===== config.mk =====
export PLATFORM = sky130hd
export DESIGN_NAME = ova_crop_gray
export DESIGN_NICKNAME = d
export VERILOG_FILES = /design/src/rtl/ova_crop_gray.sv
export SDC_FILE = /design/constraint.sdc
export NUM_CORES = 1
export LEC_CHECK = 0
export CAP_MARGIN = 20
export CELL_PAD_IN_SITES_DETAIL_PLACEMENT = 0
export CELL_PAD_IN_SITES_GLOBAL_PLACEMENT = 1
export CORE_AREA = 2 2 127 129
export DETAILED_ROUTE_END_ITERATION = 7
export DIE_AREA = 0 0 129 131
export HOLD_SLACK_MARGIN = 0.02
export PLACE_DENSITY = 0.81
export SETUP_SLACK_MARGIN = 0.5
export SYNTH_ARGS = -nofsm -noshare
export SYNTH_HDL_FRONTEND = slang
export SYNTH_SLANG_ARGS = --single-unit
export TNS_END_PERCENT = 100

===== constraint.sdc =====
create_clock -name i_pclk -period 2.58 [get_ports i_pclk]
set_clock_uncertainty 0.1 [all_clocks]
set_input_delay 0.387 -clock i_pclk [delete_from_list [all_inputs] [get_ports i_pclk]]
set_output_delay 0.387 -clock i_pclk [all_outputs]
set_load 0.01 [all_outputs]

===== src/rtl/ova_crop_gray.sv =====
// Crop a window out of an RGB565 camera stream and emit it as 8-bit gray.
// Two-stage pixel pipeline, frame-level IDLE/ACTIVE/DROP control.
module ova_crop_gray #(
  parameter int CROP_X0 = 16,
  parameter int CROP_Y0 = 16,
  parameter int CROP_W  = 224,
  parameter int CROP_H  = 224
) (
  input  logic        i_pclk,
  input  logic        rst_n,
  input  logic [15:0] i_data,
  input  logic        i_data_vld,
  input  logic        i_href,
  input  logic        i_vsync,
  input  logic        i_fifo_full,
  output logic [7:0]  o_gray,
  output logic        o_gray_vld,
  output logic        o_sof,
  output logic        o_eol,
  output logic        o_eof,
  output logic        o_frame_err
);

  typedef enum logic [1:0] {
    IDLE   = 2'd0,
    ACTIVE = 2'd1,
    DROP   = 2'd2
  } state_e;

  typedef struct packed {
    logic        vld;
    logic        sof;
    logic        eol;
    logic        eof;
    logic [15:0] pr;
    logic [15:0] pg;
    logic [15:0] pb;
  } s1_t;

  typedef struct packed {
    logic        vld;
    logic        sof;
    logic        eol;
    logic        eof;
    logic [15:0] sum;
  } s2_t;

  localparam logic [10:0] X_LO = 11'(CROP_X0);
  localparam logic [10:0] Y_LO = 11'(CROP_Y0);
  localparam logic [10:0] W_11 = 11'(CROP_W);
  localparam logic [10:0] H_11 = 11'(CROP_H);
  localparam logic [10:0] W_M1 = 11'(CROP_W - 1);
  localparam logic [10:0] H_M1 = 11'(CROP_H - 1);

  state_e      state_q, state_d;
  logic        href_q, href_d;
  logic        vsync_q, vsync_d;
  logic [9:0]  col_q, col_d;
  logic [9:0]  line_q, line_d;
  logic        frame_err_q, frame_err_d;
  s1_t         s1_q, s1_d;
  s2_t         s2_q, s2_d;

  logic        acc;
  logic        vs_fall;
  logic        vs_rise;
  logic [10:0] dx;
  logic [10:0] dy;
  logic        in_win;
  logic        tag_sof;
  logic        tag_eol;
  logic        tag_eof;
  logic        emit;
  logic [7:0]  r8;
  logic [7:0]  g8;
  logic [7:0]  b8;

  assign acc     = i_href & i_data_vld;
  assign vs_fall = vsync_q & ~i_vsync;
  assign vs_rise = ~vsync_q & i_vsync;

  // Offsets wrap to large values left of / above the window,
  // so one unsigned compare per axis covers both bounds.
  assign dx      = {1'b0, col_q} - X_LO;
  assign dy      = {1'b0, line_q} - Y_LO;
  assign in_win  = (dx < W_11) && (dy < H_11);
  assign tag_sof = (dx == 11'd0) && (dy == 11'd0);
  assign tag_eol = (dx == W_M1);
  assign tag_eof = tag_eol && (dy == H_M1);

  assign r8 = {i_data[15:11], i_data[15:13]};
  assign g8 = {i_data[10:5], i_data[10:9]};
  assign b8 = {i_data[4:0], i_data[4:2]};

  always_comb begin
    href_d  = i_href;
    vsync_d = i_vsync;
    col_d   = col_q;
    line_d  = line_q;
    if (!i_href) begin
      col_d = '0;
    end else if (acc) begin
      col_d = col_q + 10'd1;
    end
    if (i_vsync) begin
      line_d = '0;
    end else if (href_q && !i_href) begin
      line_d = line_q + 10'd1;
    end
  end

  always_ff @(posedge i_pclk or negedge rst_n) begin
    if (!rst_n) begin
      state_q <= IDLE;
    end else begin
      state_q <= state_d;
    end
  end

  always_comb begin
    state_d = state_q;
    unique case (state_q)
      IDLE: begin
        if (vs_fall) state_d = ACTIVE;
      end
      ACTIVE: begin
        if (vs_rise) begin
          state_d = IDLE;
        end else if (acc && in_win) begin
          if (i_fifo_full)  state_d = DROP;
          else if (tag_eof) state_d = IDLE;
        end
      end
      DROP: begin
        if (vs_rise) state_d = IDLE;
      end
      default: state_d = IDLE;
    endcase
  end

  always_comb begin
    emit        = 1'b0;
    frame_err_d = 1'b0;
    if (state_q == ACTIVE && !vs_rise && acc && in_win) begin
      if (i_fifo_full) frame_err_d = 1'b1;
      else             emit        = 1'b1;
    end
  end

  always_comb begin
    s1_d = '0;
    if (emit) begin
      s1_d.vld = 1'b1;
      s1_d.sof = tag_sof;
      s1_d.eol = tag_eol;
      s1_d.eof = tag_eof;
      s1_d.pr  = 16'd77 * {8'd0, r8};
      s1_d.pg  = 16'd150 * {8'd0, g8};
      s1_d.pb  = 16'd29 * {8'd0, b8};
    end
  end

  always_comb begin
    s2_d     = '0;
    s2_d.vld = s1_q.vld;
    s2_d.sof = s1_q.sof & s1_q.vld;
    s2_d.eol = s1_q.eol & s1_q.vld;
    s2_d.eof = s1_q.eof & s1_q.vld;
    s2_d.sum = s1_q.pr + s1_q.pg + s1_q.pb;
  end

  always_ff @(posedge i_pclk or negedge rst_n) begin
    if (!rst_n) begin
      href_q      <= 1'b0;
      vsync_q     <= 1'b0;
      col_q       <= '0;
      line_q      <= '0;
      frame_err_q <= 1'b0;
      s1_q        <= '0;
      s2_q        <= '0;
    end else begin
      href_q      <= href_d;
      vsync_q     <= vsync_d;
      col_q       <= col_d;
      line_q      <= line_d;
      frame_err_q <= frame_err_d;
      s1_q        <= s1_d;
      s2_q        <= s2_d;
    end
  end

  assign o_gray      = s2_q.sum[15:8];
  assign o_gray_vld  = s2_q.vld;
  assign o_sof       = s2_q.sof;
  assign o_eol       = s2_q.eol;
  assign o_eof       = s2_q.eof;
  assign o_frame_err = frame_err_q;

endmodule


==> impl_metrics.tcl, run 1 <==
set metrics [dict create \
    status "finished with violations" \
    violations "hold timing, setup timing" \
    cts_tree "built" \
    whs_ns -0.01358 \
    grt.total_usage_pct 20.87 \
    synth-main-ff-cell "dfrtp_1" \
    drive_gt1_share_pct 45.32 \
    fmax_ghz 0.3132 \
    required_ns 2.75 \
    yosys_warnings 0 \
    synth_most_common_cell "ha_1" \
    finalCriticalPeriod_ns 3.193 \
    die_height_um 131 \
    clk_path_buf_depth 2 \
    synthTopCellsByCount "ha_1, dfrtp_1, nor2_1" \
    synth_edf_count 0 \
    peakVddDrop_v 0.0003237 \
    grt_pass1_wl_um 27620 \
    synth_cell_types 56 \
    slew_violations 0 \
    setup_viol 22 \
    setup_tns_ns -7.568 \
    min_path_type "in -> async" \
    grt.overflow.total 0 \
    die_area_sq_mm 0.01690 \
    fin_ws_ns -0.6132 \
    drtIter0Drc 225 \
    ys_seq_elements 84 \
    cts-buffers-inserted 9 \
    final_hold_viol_count 20 \
    setup.worst_path.end_class "flip-flop" \
    rsz0062_at_grt "yes" \
    drv_cap 0 \
    synth_top_area_share_pct 31.40 \
    async_flop_share_pct 100.0 \
    vias_per_cell 5.032 \
    numClockSinks 84 \
    critPathArrivalTime_ns 3.36 \
    p_leak_nw 4.903 \
    netlist_instances 644 \
    antenna_found_initial 0 \
    critPathKind "in -> reg" \
    row_count 46 \
    period_share_pct 123.8 \
    gp_congestion 0.8310 \
    drcViolationCount 0 \
    slew-limit-headroom_pct 54.74 \
    dr_total_vias 5228 \
    diodes 0 \
    core-area_sq_mm 0.01560 \
    tightest_slew_ns 0.6790 \
    clock_latency_ns 0.34 \
    power.density_mw_per_mm2 539.1 \
    ys_seq_area_share_pct 31.40 \
    drtPass1Iterations 4 \
    wirelength_um 17030 \
    dp_hpwl_um 11720 \
    area.growth.synth_to_final_pct 54.25 \
    critPathMaxFanout 3 \
    synth_area_leaders "dfrtp_1, ha_1, fa_1" \
    grt_max_degree 52 \
    syn_nets 826 \
    netlist_area_sq_mm 0.006695 \
    syn_area_per_cell_sq_um 10.40 \
    ios 35 \
    nets 1000 \
    cts_root_buffer "clkbuf_16" \
    die_w_um 129 \
    detail_route.wl_per_cell_um 16.39 \
    start_util_pct 42.92 \
    cp-start-kind "input port" \
    antenna_left 0 \
    numPortBuffers 34 \
    grt_pass1_vias 5661 \
    reg2reg_slack_ns 0.06 \
    yosysTopAreaCell "dfrtp_1" \
    htree_levels 3 \
    path_clk_slew_ns 0.07 \
]
-- power by group --
part	internal (mW)	total (mW)	leakage (nW)	switching, mW
sequential	1.33	1.34	1.16	0.00883
combinational	1.50	2.83	3.59	1.33
clock	0.853	1.40	0.156	0.543
total	3.68	5.57	4.90	1.89
-- worst max-delay path, stage by stage --
cell and delay (ns):
buf_8 0.10, ha_4 0.23, ha_4 0.25, inv_2 0.03
fa_1 0.47, fa_1 0.53, inv_2 0.04, ha_4 0.21
or4_4 0.47, o21ai_2 0.08, a31oi_2 0.07, a31o_2 0.26
xnor2_2 0.13, nor2_1 0.09
-- registers in the layout, indices dropped and copies added (netlist names) --
signal,cells
o_gray,8
o_gray_vld,1
o_frame_err,1
o_eof,1
o_sof,1
line_q,10
o_eol,1
col_q,10
href_q,1
s1_q,47
vsync_q,1
state_q,2
-- per-stage QoR --
| step | setup WS (ns) | std cells | utilization (%) | area (sq um) | power (mW) |
|---|---|---|---|---|---|
| global route | -0.6750 | 1039 | 66.21 | 10330 | 5.920 |
| CTS | -0.6736 | 1028 | 63.73 | 9941 | 5.317 |
| detailed placement | -1.528 | 984 | 55.26 | 8620 | 3.560 |
| finish | -0.6132 | 1039 | 66.21 | 10330 | 5.567 |
| global placement | -1.423 | 984 | 55.26 | 8620 | 3.497 |
| floorplan | -0.7456 | 644 | - | 7274 | 2.782 |
-- timing repair --
item,4_1_cts,5_1_grt
hold buffers,0,0
endpoints found under the setup margin,57,58
gates resized for setup,240,57
pin swaps,99,49
buffers inserted,24,10
gates cloned,4,1
-- final timing paths --
check,cells past startpoint,end,startpoint
min in group i_pclk,0,o_gray_vld,s1_q[51]
hold / removal,1,o_frame_err,rst_n
max in group asynchronous,2,s1_q[2],rst_n
setup / recovery,14,s1_q[44],i_data[13]
setup reg to reg,8,o_gray[4],s1_q[8]
hold reg to reg,0,o_gray_vld,s1_q[51]
-- layout make-up --
class	instances	area, sq um
repair buffers	177	1732
well taps	216	270.3
multi-input cells	481	5642
flip-flops and latches	84	2106
clock buffers	9	225.2
inverters	65	254.0
clock inverters	7	98.84
fillers	1115	5270
-- cell families after synthesis --
kind of cell               count (synthesis)  share of synthesized area (%)
and+or+nand+nor                          177                          13.21
adders and majority gates                160                          34.05
AOI/OAI and AO/OA                         89                          9.381
DFF                                       84                          31.40
buffers and inverters                     79                          4.747
xor gates and xnor gates                  54                          7.064
muxes                                      1                         0.1495
-- layer usage --
metal,wire (um),global-route usage [%]
met3,492,2.524
met2,9131,39.71
met4,388,5.627
met1,7021,24.88
met5,0,0
-- layout by cell type (no fill, tap or decap), types with 5 or more instances in the layout --
| cell type | instances |
|---|---|
| buf_12 | 5 |
| a21oi_2 | 15 |
| nor2_2 | 6 |
| dfrtp_1 | 81 |
| a21o_1 | 7 |
| nor2_4 | 14 |
| clkdlybuf4s50_1 | 17 |
| buf_6 | 32 |
| a21oi_1 | 10 |
| nand2_2 | 5 |
| nor3_1 | 10 |
| o21ai_2 | 6 |
| buf_8 | 11 |
| xnor2_1 | 19 |
| ha_1 | 75 |
| xor2_1 | 25 |
| ha_4 | 46 |
| and3_4 | 9 |
| inv_2 | 21 |
| xnor2_2 | 5 |
| clkbuf_16 | 10 |
| buf_4 | 106 |
| fa_2 | 5 |
| fa_1 | 32 |
| inv_1 | 40 |
| nand3_2 | 5 |
| nand4_1 | 8 |
| nor2_1 | 45 |
| and2_1 | 13 |
| a21oi_4 | 5 |
| nand3_1 | 10 |
| nand2_1 | 15 |
(Power assumes the default switching activity.)
==> run 2: changes to the inputs <==
- CAP_MARGIN: 20 -> 10
- CORE_AREA: 2 2 127 129 -> 2 2 123 125
- DIE_AREA: 0 0 129 131 -> 0 0 125 127
- DONT_BUFFER_PORTS: unset -> 1
==> run 2 against run 1 <==
Effect of this change: the run still ends with hold timing, setup timing left; clock-buffer cell count grew 1; final area shrank 9.8%; global-route usage shrank 0.40 points; sequential cell count is the same; sequential power is essentially flat; sequential share of layout area grew 2.2 points; clock power shrank 14%; largest power group unchanged; highest routed layer unchanged.
==> impl_metrics.tcl, run 2 (synthesis gave the netlist of run 1 again) <==
set metrics [dict create \
    status "finished with violations" \
    violations "hold timing, setup timing" \
    detail_route.wl_per_cell_um 16.94 \
    p_clk_share_pct 23.7 \
    drcViolationCount 0 \
    gp_congestion 0.8529 \
    critPathKind "in -> reg" \
    setup_viol 18 \
    combPwrFrac_pct 50.0 \
    min_path_type "in -> async" \
    startpoint "i_data[12]" \
    dr_total_vias 4936 \
    fin_area_sq_mm 0.009315 \
    max_stage_delay_ns 0.52 \
    antenna_found_initial 0 \
    diodes 0 \
    die_area_sq_mm 0.01588 \
    cts-buffers-inserted 9 \
    htree_levels 3 \
    core-area_sq_mm 0.01442 \
    layout_commonest_cell "ha_1" \
    numPortBuffers 0 \
    grt.total_usage_pct 20.47 \
    dp_hpwl_um 11150 \
    place_ws_ns -0.8776 \
    clk_path_buf_depth 2 \
    crit_family "adder cells" \
    dp_cells 883 \
    cts_root_buffer "clkbuf_16" \
    grt_max_degree 85 \
    row_count 44 \
    required_ns 2.71 \
    power.share.switching_pct 34.46 \
    power.density_mw_per_mm2 547.5 \
    period_share_pct 120.9 \
    critPathMaxFanout 4 \
    whs_ns -0.3607 \
    setup.worst_path.end_class "flip-flop" \
    ios 35 \
    critPathArrivalTime_ns 3.25 \
    reg_top3 "s1_q (47), col_q (10), line_q (10)" \
    grt_pass1_wl_um 26230 \
    wirelength_um 15700 \
    p_leak_nw 4.473 \
    clock_latency_ns 0.34 \
    drive_gt1_share_pct 39.30 \
    drv_cap 0 \
    tightest_slew_ns 0.5076 \
    setup_tns_ns -4.368 \
    antenna_left 0 \
    grt.overflow.total 0 \
    rsz0062_at_grt "yes" \
    crit_chain "ha_4, ha_4, inv_2, fa_1, fa_1, inv_2, ha_4, or4_4, o21ai_2, a31oi_2, a31o_2, xnor2_1, nor2_1" \
    r2r_start "s1_q[8]" \
    fin_total_pwr_mw 5.100 \
    path_clk_slew_ns 0.06 \
    postLayoutCoreUtil_pct 64.58 \
    most-common-layout-cells "ha_1, dfrtp_1, buf_4" \
    cp.buffers_inverters 2 \
    regMostFlops "s1_q" \
    seqPwrFrac_pct 26.2 \
    die_w_um 125 \
    final_cell_count_no_fill 927 \
    p_int_mw 3.343 \
    start_util_pct 46.42 \
    grt_pass1_vias 5412 \
    vias_per_cell 5.325 \
    numClockSinks 84 \
    critPathMostFrequentCell "ha_4" \
    dpl_cell_area_sq_mm 0.007966 \
    fmax_ghz 0.3207 \
    die_height_um 127 \
    slew-limit-headroom_pct 65.80 \
    slew_violations 0 \
    finalCriticalPeriod_ns 3.118 \
    drtPass1Iterations 4 \
    hold_buffers 2 \
    peakVddDrop_v 0.0003243 \
    area.growth.synth_to_final_pct 39.13 \
    final_hold_viol_count 84 \
    fin_ws_ns -0.5380 \
    p_sw_mw 1.757 \
    drtIter0Drc 275 \
    cp-start-kind "input port" \
    cts_tree "built" \
    cp_slowest_cell "fa_1" \
    largest_register_ff_count 47 \
    nets 920 \
]
-- run 2: path summary, 6_finish.rpt --
check                         endpoint  depth (start not counted)  slack, ns
max                           s1_q[44]                         13      -0.54
min                        o_frame_err                          0      -0.36
max reg2reg                  o_gray[7]                          8       0.10
min reg2reg                 o_gray_vld                          0       0.31
max in group asynchronous     col_q[4]                          0       2.60
min in group i_pclk        o_frame_err                          2       0.05
-- run 2: layout make-up --
type / count / area (sq um)
clock buffer: 10 / 229.0
fill: 1093 / 5109
sequential: 84 / 2108
timing repair buffer: 97 / 918.4
multi-input combinational: 481 / 5537
inverter: 65 / 246.5
tap: 184 / 230.2
clock inverter: 6 / 46.29
-- run 2: what timing repair did --
| item | in CTS | in global routing |
|---|---|---|
| buffers inserted | 15 | 6 |
| endpoints found under the hold margin | 96 | 84 |
| cloned | 5 | 0 |
| gates resized for setup | 107 | 50 |
| setup endpoints to repair | 58 | 58 |
| pin swaps | 57 | 50 |
-- run 2: power by group through the flow --
stage	sequential, mW	clock [mW]	combinational (mW)
3_3_place_gp	1.36	0	2.01
5_1_grt	1.34	1.29	2.81
4_1_cts	1.34	1.23	2.39
3_5_place_dp	1.36	0	2.05
2_1_floorplan	1.36	0	1.42
6_report	1.34	1.21	2.55
-- run 2: worst reg2reg max path, cell delays in order (launching register included) --
cell,delay [ns]
dfrtp_1,0.40
fa_1,0.53
ha_4,0.34
nand4_1,0.16
a211oi_2,0.34
o41ai_4,0.11
o21ai_2,0.19
a21oi_2,0.08
xnor2_1,0.12
-- run 2: per-layer routing --
| layer | share of wire, % | track usage (%) | wire length [um] | up-vias |
|---|---|---|---|---|
| li1 | - | - | - | 2388 |
| met1 | 41 | 23.61 | 6401 | 2451 |
| met2 | 53 | 38.27 | 8293 | 70 |
| met3 | 4.0 | 4.146 | 622 | 27 |
| met4 | 2.4 | 6.340 | 382 | 0 |
| met5 | 0 | 0 | 0 | - |
